[config.mk]
export PLATFORM = sky130hd
export DESIGN_NAME = serve_ctrl
export DESIGN_NICKNAME = d
export VERILOG_FILES = /design/src/rtl/pong_pkg.sv /design/src/rtl/score_counter.sv /design/src/rtl/serve_ctrl.sv
export SDC_FILE = /design/constraint.sdc
export NUM_CORES = 1
export LEC_CHECK = 0
export ABC_AREA = 0
export ABC_CLOCK_PERIOD_IN_PS = 2700
export BUFFER_PORTS_ARGS = -buffer_cell sky130_fd_sc_hd__buf_2
export CAP_MARGIN = 20
export CORE_MARGIN = 2
export CORE_UTILIZATION = 54
export DETAILED_ROUTE_END_ITERATION = 8
export PLACE_DENSITY_LB_ADDON = 0.25
export SETUP_SLACK_MARGIN = 0.1
export SLEW_MARGIN = 5
export SYNTH_ARGS = -nofsm -noshare
export SYNTH_HDL_FRONTEND = slang
export SYNTH_SLANG_ARGS = --single-unit
[constraint.sdc]
create_clock -name clk -period 2.7 [get_ports clk]
set_input_delay 0.135 -clock clk [delete_from_list [all_inputs] [get_ports clk]]
set_output_delay 0.135 -clock clk [all_outputs]
set_load 0.03 [all_outputs]
[src/rtl/pong_pkg.sv]
// Shared constants for the pong game blocks: FSM state encoding and game defaults.
package pong_pkg;

  typedef enum logic [2:0] {
    IDLE,
    ARM,
    SERVE_WAIT,
    PLAY,
    OVER
  } state_t;

  localparam int WIN_SCORE_DEF = 7;
  localparam int SCORE_W_DEF   = 4;

endpackage

[src/rtl/score_counter.sv]
// Saturating score counter with synchronous clear and increment.
// `hit` flags that the current increment lands exactly on the limit.
module score_counter #(
  parameter int W     = 4,
  parameter int LIMIT = 7
) (
  input  logic         clk,
  input  logic         rst_n,
  input  logic         clr,
  input  logic         inc,
  output logic [W-1:0] cnt,
  output logic         hit
);

  localparam logic [W-1:0] LIM    = W'(LIMIT);
  localparam logic [W-1:0] LIM_M1 = W'(LIMIT - 1);

  logic full;

  assign full = (cnt == LIM);
  assign hit  = inc && (cnt == LIM_M1);

  always_ff @(posedge clk or negedge rst_n) begin
    if (!rst_n)            cnt <= '0;
    else if (clr)          cnt <= '0;
    else if (inc && !full) cnt <= cnt + W'(1);
  end

endmodule

[src/rtl/serve_ctrl.sv]
// Pong serve/score controller: sequences arm -> serve wait -> play, keeps the
// score, and declares a winner once either side reaches WIN_SCORE.
module serve_ctrl
  import pong_pkg::*;
#(
  parameter int WIN_SCORE = WIN_SCORE_DEF,
  parameter int SCORE_W   = SCORE_W_DEF
) (
  input  logic               clk,
  input  logic               rst_n,
  input  logic               btn_start,
  input  logic               miss_l,
  input  logic               miss_r,
  input  logic               timer_up,
  output logic               timer_start,
  output logic               ball_reset,
  output logic               ball_en,
  output logic               serve_dir,
  output logic [SCORE_W-1:0] score_l,
  output logic [SCORE_W-1:0] score_r,
  output logic               game_over,
  output logic               winner
);

  state_t state, nxt;
  logic   clr, inc_l, inc_r, hit_l, hit_r;
  logic   only_l, only_r;

  assign only_l = miss_l && !miss_r;
  assign only_r = miss_r && !miss_l;

  score_counter #(.W(SCORE_W), .LIMIT(WIN_SCORE)) u_score_l (
    .clk(clk), .rst_n(rst_n), .clr(clr), .inc(inc_l), .cnt(score_l), .hit(hit_l)
  );

  score_counter #(.W(SCORE_W), .LIMIT(WIN_SCORE)) u_score_r (
    .clk(clk), .rst_n(rst_n), .clr(clr), .inc(inc_r), .cnt(score_r), .hit(hit_r)
  );

  always_ff @(posedge clk or negedge rst_n) begin
    if (!rst_n) state <= IDLE;
    else        state <= nxt;
  end

  // timer_up is only looked at from SERVE_WAIT; in ARM it may still be stale.
  always_comb begin
    nxt   = state;
    clr   = 1'b0;
    inc_l = 1'b0;
    inc_r = 1'b0;
    case (state)
      IDLE: if (btn_start) begin
        clr = 1'b1;
        nxt = ARM;
      end
      ARM:        nxt = SERVE_WAIT;
      SERVE_WAIT: if (timer_up) nxt = PLAY;
      PLAY: begin
        if (only_l) begin
          inc_r = 1'b1;
          nxt   = hit_r ? OVER : ARM;
        end else if (only_r) begin
          inc_l = 1'b1;
          nxt   = hit_l ? OVER : ARM;
        end else if (miss_l && miss_r) begin
          nxt = ARM;
        end
      end
      OVER: if (btn_start) begin
        clr = 1'b1;
        nxt = ARM;
      end
      default: nxt = IDLE;
    endcase
  end

  // Serve goes toward the player who just conceded.
  always_ff @(posedge clk or negedge rst_n) begin
    if (!rst_n) begin
      serve_dir <= 1'b0;
      winner    <= 1'b0;
    end else begin
      if (state == PLAY && only_l)      serve_dir <= 1'b0;
      else if (state == PLAY && only_r) serve_dir <= 1'b1;
      if (state == PLAY && nxt == OVER)   winner <= inc_r;
      else if (state == OVER && btn_start) winner <= 1'b0;
    end
  end

  assign timer_start = (state == ARM);
  assign ball_en     = (state == PLAY);
  assign ball_reset  = (state != PLAY);
  assign game_over   = (state == OVER);

endmodule

Yosys cells after proc, flatten, opt, wreduce, memory -nomap -nowiden --
Index checks and enable logic that the tools add are counted.
Storage, ports and cells: output and inout port bits 14, register bits after elaboration 13, input bits 6
Cells by class: reduce and logical (&&, ||, !) cells 21, mux-type cells 23, add/sub/neg operators 2, equal/unequal tests 10
Operators with widths (count):
- 2-to-1 mux 3 bit | 7
- equality test 4 x 3 -> 1 bit (second input constant) | 4
- 2-to-1 mux 4 bit | 4
- case mux 3 bit (4 select lines) | 1
- logical AND 1 bit | 11
- 2-to-1 mux 1 bit | 11
- adder 4 x 1 -> 4 bit (second input constant) | 2
- nonzero test 2 bit | 4
- equality test 3 x 2 -> 1 bit (second input constant) | 2
- equality test 3 bit (second input constant) | 2
- logical NOT 1 bit | 4
- equality test 3 x 1 -> 1 bit (second input constant) | 1
- logical NOT 3 bit | 1
- inequality test 3 x 2 -> 1 bit (second input constant) | 1
- OR reduction 2 bit | 1

Logic depth before layout (Yosys ltp) --
Gate-level depths: netlist of the first run.
depth after elaboration 13, mapped depth 6

Modules after synthesis --
A second synthesis of the first run with hierarchy kept.
Second synthesis, totals: cells, all modules 76, area, all modules 783.3 µm²
By module, submodules not included:
- score_counter | times used 2, cells each 23, seq. area each 100.1 µm², area an instance 241.5 µm²
- serve_ctrl | times used 1, cells each 30, seq. area each 125.1 µm², area an instance 300.3 µm²

Least setup slack after synthesis of the first run --
Ideal clock, no wire load.
path kind reg-to-reg, start point reg u_score_r.cnt[0], end point reg u_score_r.cnt[3], path buffers 0, stages on the path, launching flop included 5, setup slack 1.194 ns, data arrival time 1.428 ns, cell sequence dfrtp_1 > ha_1 > nor2_1 > or4b_1 > a21oi_1
Between the ends: longest elaborated chain between the ends 4, elaborated cells between the ends (all ways) 7
Ends and longest elaborated chain:
- start, declared | RTL line score_counter.sv:11 | output logic [W-1:0] cnt,
- start signal, assigned | RTL line score_counter.sv:26 | else if (inc && !full) cnt <= cnt + W'(1);
- branches (longest 4 deep; another with adder 4 x 1 -> 4 bit)
Parallel ways; which one is timed is not known. The select of a mux whose other input is x is not followed. A chain may end at the register's enable or synchronous reset.

Worst setup path in the final report of the first run --
start point reg state[1], end point out game_over
Between the ends: longest elaborated chain between the ends 1
Ends and longest elaborated chain:
- start, declared | RTL line serve_ctrl.sv:25 | state_t state, nxt;
- start signal, assigned | RTL line serve_ctrl.sv:42 | else state <= nxt;
- equality test 3 bit | RTL line serve_ctrl.sv:93 | assign game_over = (state == OVER);
- end, declared | RTL line serve_ctrl.sv:21 | output logic game_over,
Every way passes these cells.

==> results of run 1 <==
-- metrics by stage --
stage	hold slack, ns	instance area (µm²)	instances	total power (W)
3_3_place_gp	0.0405	915	116	0.000729
6_report	0.0879	951	121	0.000863
2_1_floorplan	-0.161	820	84	0.000648
4_1_cts	0.0904	951	121	0.000866
5_1_grt	0.102	951	121	0.000917
3_5_place_dp	0.0475	915	116	0.000745
-- synthesized netlist by cell type, drive strengths merged --
cell type / count
a21oi: 2
o31ai: 1
nand4b: 1
inv: 8
nand3: 5
and3b: 1
o22ai: 1
buf: 3
o21a: 1
o211a: 1
o21ai: 3
or4b: 1
a31oi: 1
nor2: 2
and2b: 1
mux2i: 5
nand3b: 3
or3: 1
or2: 1
nand2: 6
ha: 4
a32oi: 1
a41oi: 1
o32ai: 1
a311o: 1
and2: 1
nor4bb: 1
nor3b: 2
a22oi: 1
nand2b: 2
or3b: 2
dfrtp: 13
nor4: 1
nor3: 5
-- registers in the layout, summed over array words and instances (netlist names) --
signal,flops
serve_dir,1
state,3
u_score_l.cnt,4
u_score_r.cnt,4
winner,1
-- critical path: stages (launching register included) --
cell and delay, ns:
dfrtp_1 0.49, or3b_2 0.54, inv_1 0.07, buf_2 0.19
-- layer usage --
metal,GRT usage (%),vias to the layer above,wire length (µm)
met5,0,-,0
met4,9.09,0,24
met3,2.98,5,90
met2,32.1,22,792
met1,28.8,344,800
li1,-,354,-
-- cell families after synthesis --
logic type | count (synthesis) | share of synthesized area, %
adder cells (fa/ha/maj) | 4 | 6.11
AO/OA/AOI/OAI | 15 | 13.0
multiplexers | 5 | 6.11
buffers and inverters | 11 | 6.11
AND/OR/NAND/NOR | 36 | 29.0
flip-flops | 13 | 39.7
-- final cells by class --
cell class                      count  area [µm²]
Timing Repair Buffer               20         105
Tap cell                           16        20.0
Fill cell                         132         520
Sequential cell                    13         325
Inverter                            8        30.0
Multi-Input combinational cell     60         444
Clock buffer                        4        26.3
-- power by group --
part | switching, W | leakage (nW) | internal, W
clock network | 0.0000661 | 0.0150 | 0.0000573
registers | 0.0000882 | 0.171 | 0.000249
logic | 0.000263 | 0.308 | 0.000140
-- path summary, 6_finish.rpt --
kind | end | slack, ns | depth (start not counted)
worst max-delay path | game_over | 1.0 | 3
worst min-delay path | state[2] | 0.09 | 2
worst max register to register | u_score_r.cnt[3] | 1.21 | 3
worst min register to register | serve_dir | 0.50 | 2
max in group asynchronous | u_score_r.cnt[0] | 2.20 | 2
min in group asynchronous | u_score_r.cnt[2] | 0.27 | 2
==> tab_implementation.tex, run 1 <==
\begin{tabular}{lr}
\hline
Metric & Value \\
\hline
\multicolumn{2}{l}{\textbf{Run status}} \\
\quad Run status & finished clean \\
\multicolumn{2}{l}{\textbf{Layout}} \\
\quad Layout cells sized above 1 & 26.7\% \\
\quad Area added between synthesis and finish & 16.0\% \\
\quad Most frequent standard cell in the layout excluding fill and tap cells & buf\_2 \\
\quad \# diodes & 0 \\
\quad Highest-count cells in the layout ignoring fill and taps & buf\_2, dfrtp\_1, inv\_1 \\
\quad Final nets & 116 \\
\quad Share of the core filled with cells & 64.6\% \\
\multicolumn{2}{l}{\textbf{Critical path}} \\
\quad Data arrival, critical path & 1.57 ns \\
\quad Max Fanout on Critical Path & 9 \\
\quad Req. time, crit path & 2.57 ns \\
\quad Launching element of the worst setup path & state[1] \\
\quad Setup CP Type & register to output port \\
\quad Crit path launch type & register \\
\quad Launch point of the worst reg-to-reg path & state[0] \\
\quad Endpoint type of the worst setup path & output port \\
\multicolumn{2}{l}{\textbf{Routing}} \\
\quad Post-detailed-route wirelength per cell & 14.1 µm \\
\quad DRT Pass-1 Iters & 4 \\
\quad Total via count in the routed design & 725 \\
\quad Count of unresolved DRC violations after routing & 0 \\
\quad Number of nets with antenna violations after routing & 0 \\
\quad Iteration-0 DRC Markers & 33 \\
\quad DR vias/cell & 5.99 \\
\quad Final wirelength & roughly 1700 µm \\
\multicolumn{2}{l}{\textbf{Synth}} \\
\quad Area contributors post-synth & dfrtp\_1, ha\_1, mux2i\_1 \\
\quad Cell type with the highest aggregate area in the netlist & dfrtp\_1 \\
\quad Synth top area share & 39.7\% \\
\quad Cells after synthesis & 84 \\
\quad Sequential fraction of the synthesis area & 39.7\% \\
\quad Synthesis-stage register bit count & 13 \\
\quad Count of distinct cell types in the synthesized netlist & 39 \\
\quad Synth Net Count & 94 \\
\quad Area of the mapped netlist & 820 µm² \\
\quad Yosys warning count & 0 \\
\quad Average instance area after synthesis & 9.76 µm² \\
\multicolumn{2}{l}{\textbf{Placement}} \\
\quad Final weighted congestion in routability-driven placement & 0.811 \\
\quad Worst Setup Slack post-DPL & 1.23 ns \\
\quad Half-perimeter wire length of the detailed placement result & 1240 µm \\
\quad Port-buffer cells & 19 \\
\multicolumn{2}{l}{\textbf{Run}} \\
\quad Max-cap violations & 0 \\
\multicolumn{2}{l}{\textbf{CTS}} \\
\quad Clock network latency to the later pin of the worst-skew pair & $\sim$0.28 ns \\
\quad TritonCTS buffer count & 3 \\
\quad Quantity of gates resized following cts & 0 \\
\quad Htree depth & 1 \\
\quad CTS tree & done \\
\quad Post-CTS setup buffer count & 0 \\
\quad Quantity of hold-fixing buffers added after cts & 1 \\
\quad Sinks on the clock net & 13 \\
\quad Longest Clk Path Bufs & 2 \\
\quad Clock root buffer & clkbuf\_4 \\
\quad Clock-pin slew reported for the worst setup and hold paths after clock tree synthesis & roughly 0.080 ns \\
\multicolumn{2}{l}{\textbf{STA}} \\
\quad Setup slack after layout & 0.997 ns \\
\quad Shortest period the worst path allows & 1.70 ns \\
\quad Hold Violations, Final & 0 \\
\quad Max Fclk & 0.587 GHz \\
\quad Total Neg Setup Slack & 0 ns \\
\quad Share of the clock period used by the worst path after layout & 63.1\% \\
\quad Setup repair after global routing missed its margin & false \\
\quad Worst Tran Pin Value & 0.480 ns \\
\quad Number of failing setup endpoints in the final timing report & 0 \\
\quad Clock skew after layout & between 0.0007 and 0.0008 ns \\
\quad Count of pins over their slew limit & 0 \\
\quad Max transition margin & 67.9\% \\
\multicolumn{2}{l}{\textbf{Min path}} \\
\quad Hold Path Origin & btn\_start \\
\quad Hold WC Path Type & input pin to register \\
\multicolumn{2}{l}{\textbf{GRT}} \\
\quad Via count of the first global-routing pass & 658 \\
\quad Remaining global-route overflow & 0 \\
\quad Maximum number of pins on one net before global-route repair & 14 \\
\quad Combined global-route utilization of all metal layers & about a fifth \\
\quad Antenna violations before repair & 0 \\
\quad First-pass GRT wire length & between 2000 and 3000 µm \\
\multicolumn{2}{l}{\textbf{Pwr}} \\
\quad Static Leak & 0.494 nW \\
\quad Pwr per Cell Area & 908 nW/µm² \\
\quad Worst ir drop on vdd & 462 µV \\
\multicolumn{2}{l}{\textbf{Floorplan}} \\
\quad Y dimension of the die & 43.0 µm \\
\quad Standard-cell rows & 14 \\
\quad Area of the die & 1850 µm² \\
\quad Starting Density & roughly 56\% \\
\quad Top-level port count & 20 \\
\quad Die boundary width & 43.0 µm \\
\quad Core box area & approximately 1500 µm² \\
\hline
\end{tabular}
Note: power is estimated with default switching activity, not from simulation.
==> inputs of run 2 (changes only) <==
ABC_AREA = 1   (was 0)
ABC_CLOCK_PERIOD_IN_PS = 1500   (was 2700)
CORE_UTILIZATION = 46   (was 54)
clock period = 1.5 ns   (was 2.7 ns; I/O delays follow)
==> tab_implementation.tex, run 2 <==
\begin{tabular}{lr}
\hline
Metric & Value \\
\hline
\multicolumn{2}{l}{\textbf{Min path}} \\
\quad Hold WC Path Type & input pin to register (unchanged) \\
\quad Hold Path Cell Cnt & 3 (was 2) \\
\quad Hold Path Origin & timer\_up (was btn\_start) \\
\quad Endpoint of the worst hold path & state[0] (was state[2]) \\
\multicolumn{2}{l}{\textbf{Layout}} \\
\quad Leading registers by flop count & u\_score\_l.cnt x4, u\_score\_r.cnt x4, state x3 (unchanged) \\
\quad Most frequent standard cell in the layout excluding fill and tap cells & nand2\_1 (was buf\_2) \\
\quad Share of the core filled with cells & 59.7\% (was 64.6\%) \\
\quad Highest-count cells in the layout ignoring fill and taps & nand2\_1, buf\_2, inv\_1 (was buf\_2, dfrtp\_1, inv\_1) \\
\quad Area added between synthesis and finish & 25.3\% (was 16.0\%) \\
\quad Cell area after layout & 997 µm² (was 951 µm²) \\
\quad Layout cells sized above 1 & 38.4\% (was 26.7\%) \\
\quad \# diodes & 0 (unchanged) \\
\quad Final nets & 136 (was 116) \\
\multicolumn{2}{l}{\textbf{Routing}} \\
\quad DRT Pass-1 Iters & 4 (unchanged) \\
\quad Number of nets with antenna violations after routing & 0 (unchanged) \\
\quad Count of unresolved DRC violations after routing & 0 (unchanged) \\
\quad DR vias/cell & 5.14 (was 5.99) \\
\quad Post-detailed-route wirelength per cell & 12.2 µm (was 14.1 µm) \\
\quad Iteration-0 DRC Markers & 18 (was 33) \\
\quad Final wirelength & 1730 µm (was 1710 µm) \\
\quad Total via count in the routed design & 730 (was 725) \\
\multicolumn{2}{l}{\textbf{STA}} \\
\quad Setup slack after layout & 0.158 ns (was 0.997 ns) \\
\quad Clock skew after layout & 0.00358 ns (was 0.000745 ns) \\
\quad Shortest period the worst path allows & 1.34 ns \\
\quad Total Neg Setup Slack & 0 ns (unchanged) \\
\quad Number of failing setup endpoints in the final timing report & 0 (unchanged) \\
\quad Hold Violations, Final & 0 (unchanged) \\
\quad Setup repair after global routing missed its margin & true (was false) \\
\quad Max transition margin & 79.5\% (was 67.9\%) \\
\quad Worst Tran Pin Value & 0.307 ns (was 0.480 ns) \\
\quad Share of the clock period used by the worst path after layout & 89.5\% \\
\quad Count of pins over their slew limit & 0 (unchanged) \\
\quad Max Fclk & 0.745 GHz \\
\multicolumn{2}{l}{\textbf{GRT}} \\
\quad Combined global-route utilization of all metal layers & 18.0\% (was 20.7\%) \\
\quad Remaining global-route overflow & 0 (unchanged) \\
\quad Via count of the first global-routing pass & 625 (was 658) \\
\quad Maximum number of pins on one net before global-route repair & 14 (unchanged) \\
\quad First-pass GRT wire length & 2640 µm (was 2920 µm) \\
\quad Antenna violations before repair & 0 (unchanged) \\
\multicolumn{2}{l}{\textbf{Synth}} \\
\quad Count of flip-flops with a built-in enable after synthesis & 0 (unchanged) \\
\quad Most common cell in the synthesized netlist & nand2\_1 (was dfrtp\_1) \\
\quad Average instance area after synthesis & 8.12 µm² (was 9.76 µm²) \\
\quad Synth Net Count & 108 (was 94) \\
\quad Synth top area share & 40.9\% (was 39.7\%) \\
\quad Cells after synthesis & 98 (was 84) \\
\quad Synthesis-stage register bit count & 13 (unchanged) \\
\quad Count of distinct cell types in the synthesized netlist & 22 (was 39) \\
\quad Dominant synthesized flop cell & dfrtp\_1 (unchanged) \\
\quad Most instantiated cells after synthesis & nand2\_1, inv\_1, dfrtp\_1, nand3\_1, o21ai\_1 (was dfrtp\_1, inv\_1, nand2\_1) \\
\quad Area of the mapped netlist & 796 µm² (was 820 µm²) \\
\quad Yosys warning count & 0 (unchanged) \\
\quad Area contributors post-synth & dfrtp\_1, nand2\_1, inv\_1 (was dfrtp\_1, ha\_1, mux2i\_1) \\
\quad Sequential fraction of the synthesis area & 40.9\% (was 39.7\%) \\
\quad Fraction of registers with async set or reset after synthesis & 100\% (unchanged) \\
\quad Cell type with the highest aggregate area in the netlist & dfrtp\_1 (unchanged) \\
\multicolumn{2}{l}{\textbf{CTS}} \\
\quad Sinks on the clock net & 13 (unchanged) \\
\quad Longest Clk Path Bufs & 2 (unchanged) \\
\quad Clock root buffer & clkbuf\_4 (unchanged) \\
\quad CTS tree & done (unchanged) \\
\quad TritonCTS buffer count & 3 (unchanged) \\
\quad Htree depth & 1 (unchanged) \\
\quad Clock-pin slew reported for the worst setup and hold paths after clock tree synthesis & 0.08 ns (about the same) \\
\quad Clock network latency to the later pin of the worst-skew pair & 0.28 ns (about the same) \\
\multicolumn{2}{l}{\textbf{Pwr}} \\
\quad Worst ir drop on vdd & 856 µV (was 462 µV) \\
\quad Static Leak & 0.505 nW (was 0.494 nW) \\
\quad Final Total Pwr & 0.00177 W (was 0.000863 W) \\
\quad Pwr per Cell Area & 1770 nW/µm² (was 908 nW/µm²) \\
\multicolumn{2}{l}{\textbf{Placement}} \\
\quad Standard cell area after detailed placement & 917 µm² (was 915 µm²) \\
\quad Final weighted congestion in routability-driven placement & 0.898 (was 0.811) \\
\quad Worst Setup Slack post-DPL & 0.146 ns (was 1.23 ns) \\
\quad Port-buffer cells & 19 (unchanged) \\
\quad Half-perimeter wire length of the detailed placement result & 1270 µm (was 1240 µm) \\
\multicolumn{2}{l}{\textbf{Floorplan}} \\
\quad Die boundary width & 45.6 µm (was 43.0 µm) \\
\quad Standard-cell rows & 15 (was 14) \\
\quad Core box area & 1670 µm² (was 1470 µm²) \\
\quad Starting Density & 47.6\% (was 55.7\%) \\
\quad Top-level port count & 20 (unchanged) \\
\quad Area of the die & 2080 µm² (was 1850 µm²) \\
\quad Y dimension of the die & 45.6 µm (was 43.0 µm) \\
\multicolumn{2}{l}{\textbf{Critical path}} \\
\quad Worst setup slack for register-to-register paths & 0.16 ns (was 1.21 ns) \\
\quad Req. time, crit path & 1.42 ns (was 2.57 ns) \\
\quad Crit path launch type & register (unchanged) \\
\quad Max Fanout on Critical Path & 5 (was 9) \\
\quad Data arrival, critical path & 1.27 ns (was 1.57 ns) \\
\quad Setup CP Type & register to output port (unchanged) \\
\quad Worst Reg-to-Reg Cells & 8 (was 3) \\
\quad Endpoint type of the worst setup path & output port (unchanged) \\
\quad Launch point of the worst reg-to-reg path & state[1] (was state[0]) \\
\quad Endpoint of the worst register-to-register path & u\_score\_l.cnt[1] (was u\_score\_r.cnt[3]) \\
\multicolumn{2}{l}{\textbf{Run status}} \\
\quad Run status & finished clean (unchanged) \\
\multicolumn{2}{l}{\textbf{Run}} \\
\quad Max-cap violations & 0 (unchanged) \\
\hline
\end{tabular}
run 2: changes by cell type after synthesis, sizes merged, moves of 3 or more:
| cell | before | now |
|---|---|---|
| nand2 | 6 | 23 |
| inv | 8 | 18 |
| o21ai | 3 | 11 |
| nor2 | 2 | 8 |
| mux2i | 5 | 0 |
| nand3 | 5 | 10 |
| buf | 3 | 0 |
| nand3b | 3 | 0 |
run 2: layout make-up:
| class | count | area (µm²) |
|---|---|---|
| flip-flops and latches | 13 | 333 |
| inverters | 18 | 67.6 |
| well taps | 17 | 21.3 |
| repair buffers | 23 | 133 |
| clock buffers | 4 | 26.3 |
| multi-input cells | 67 | 417 |
| fillers | 159 | 673 |
run 2: kinds of logic after synthesis:
family | Yosys count | synth area share [%]
compound gates | 15 | 12.3
xor+xnor | 2 | 2.20
fa+ha+maj | 4 | 6.29
buf+inv | 18 | 8.49
flops | 13 | 40.9
simple gates | 46 | 29.9
run 2: through the flow:
stage / hold WS [ns] / instances
floorplan: -0.221 / 98
global placement: -0.0179 / 134
detailed placement: -0.0157 / 134
CTS: 0.102 / 139
global route: 0.105 / 142
finish: 0.0991 / 142
run 2: worst max-delay path by stage:
stage / to / start / cells past startpoint / slack (ns)
after detailed placement: u_score_l.cnt[0] / state[1] / 8 / 0.15
after CTS: game_over / state[1] / 4 / 0.11
final: game_over / state[1] / 4 / 0.16
after global placement: u_score_l.cnt[0] / state[1] / 8 / 0.14
after global routing: u_score_l.cnt[1] / state[1] / 8 / 0.08
after floorplan: winner / state[1] / 8 / 0.14
run 2: repair_timing:
| action | in CTS | in global routing |
|---|---|---|
| pin swaps | 0 | 1 |
| gates resized for setup | 1 | 9 |
| hold buffers | 1 | 0 |
| setup buffers | 0 | 3 |
| endpoints found under the hold margin | 13 | 0 |
| setup endpoints to repair | 1 | 6 |
run 2: power breakdown:
group	internal [W]	total, W	switching [W]	leakage (nW)
Combinational	0.000287	0.000905	0.000619	0.328
Sequential	0.000480	0.000636	0.000156	0.162
Clock	0.000103	0.000224	0.000121	0.0150
run 2: critical path, cell delays in order (launching register included):
cell and delay (ns):
dfrtp_2 0.46, nor2_2 0.16, inv_1 0.09, nor2_2 0.11, buf_4 0.17
run 2: per-layer routing:
layer | share of wire (%) | GRT usage [%]
met4 | 1.5 | 8.82
met3 | 4.2 | 4.76
met5 | 0 | 0
met1 | 47 | 23.1
met2 | 47 | 27.9
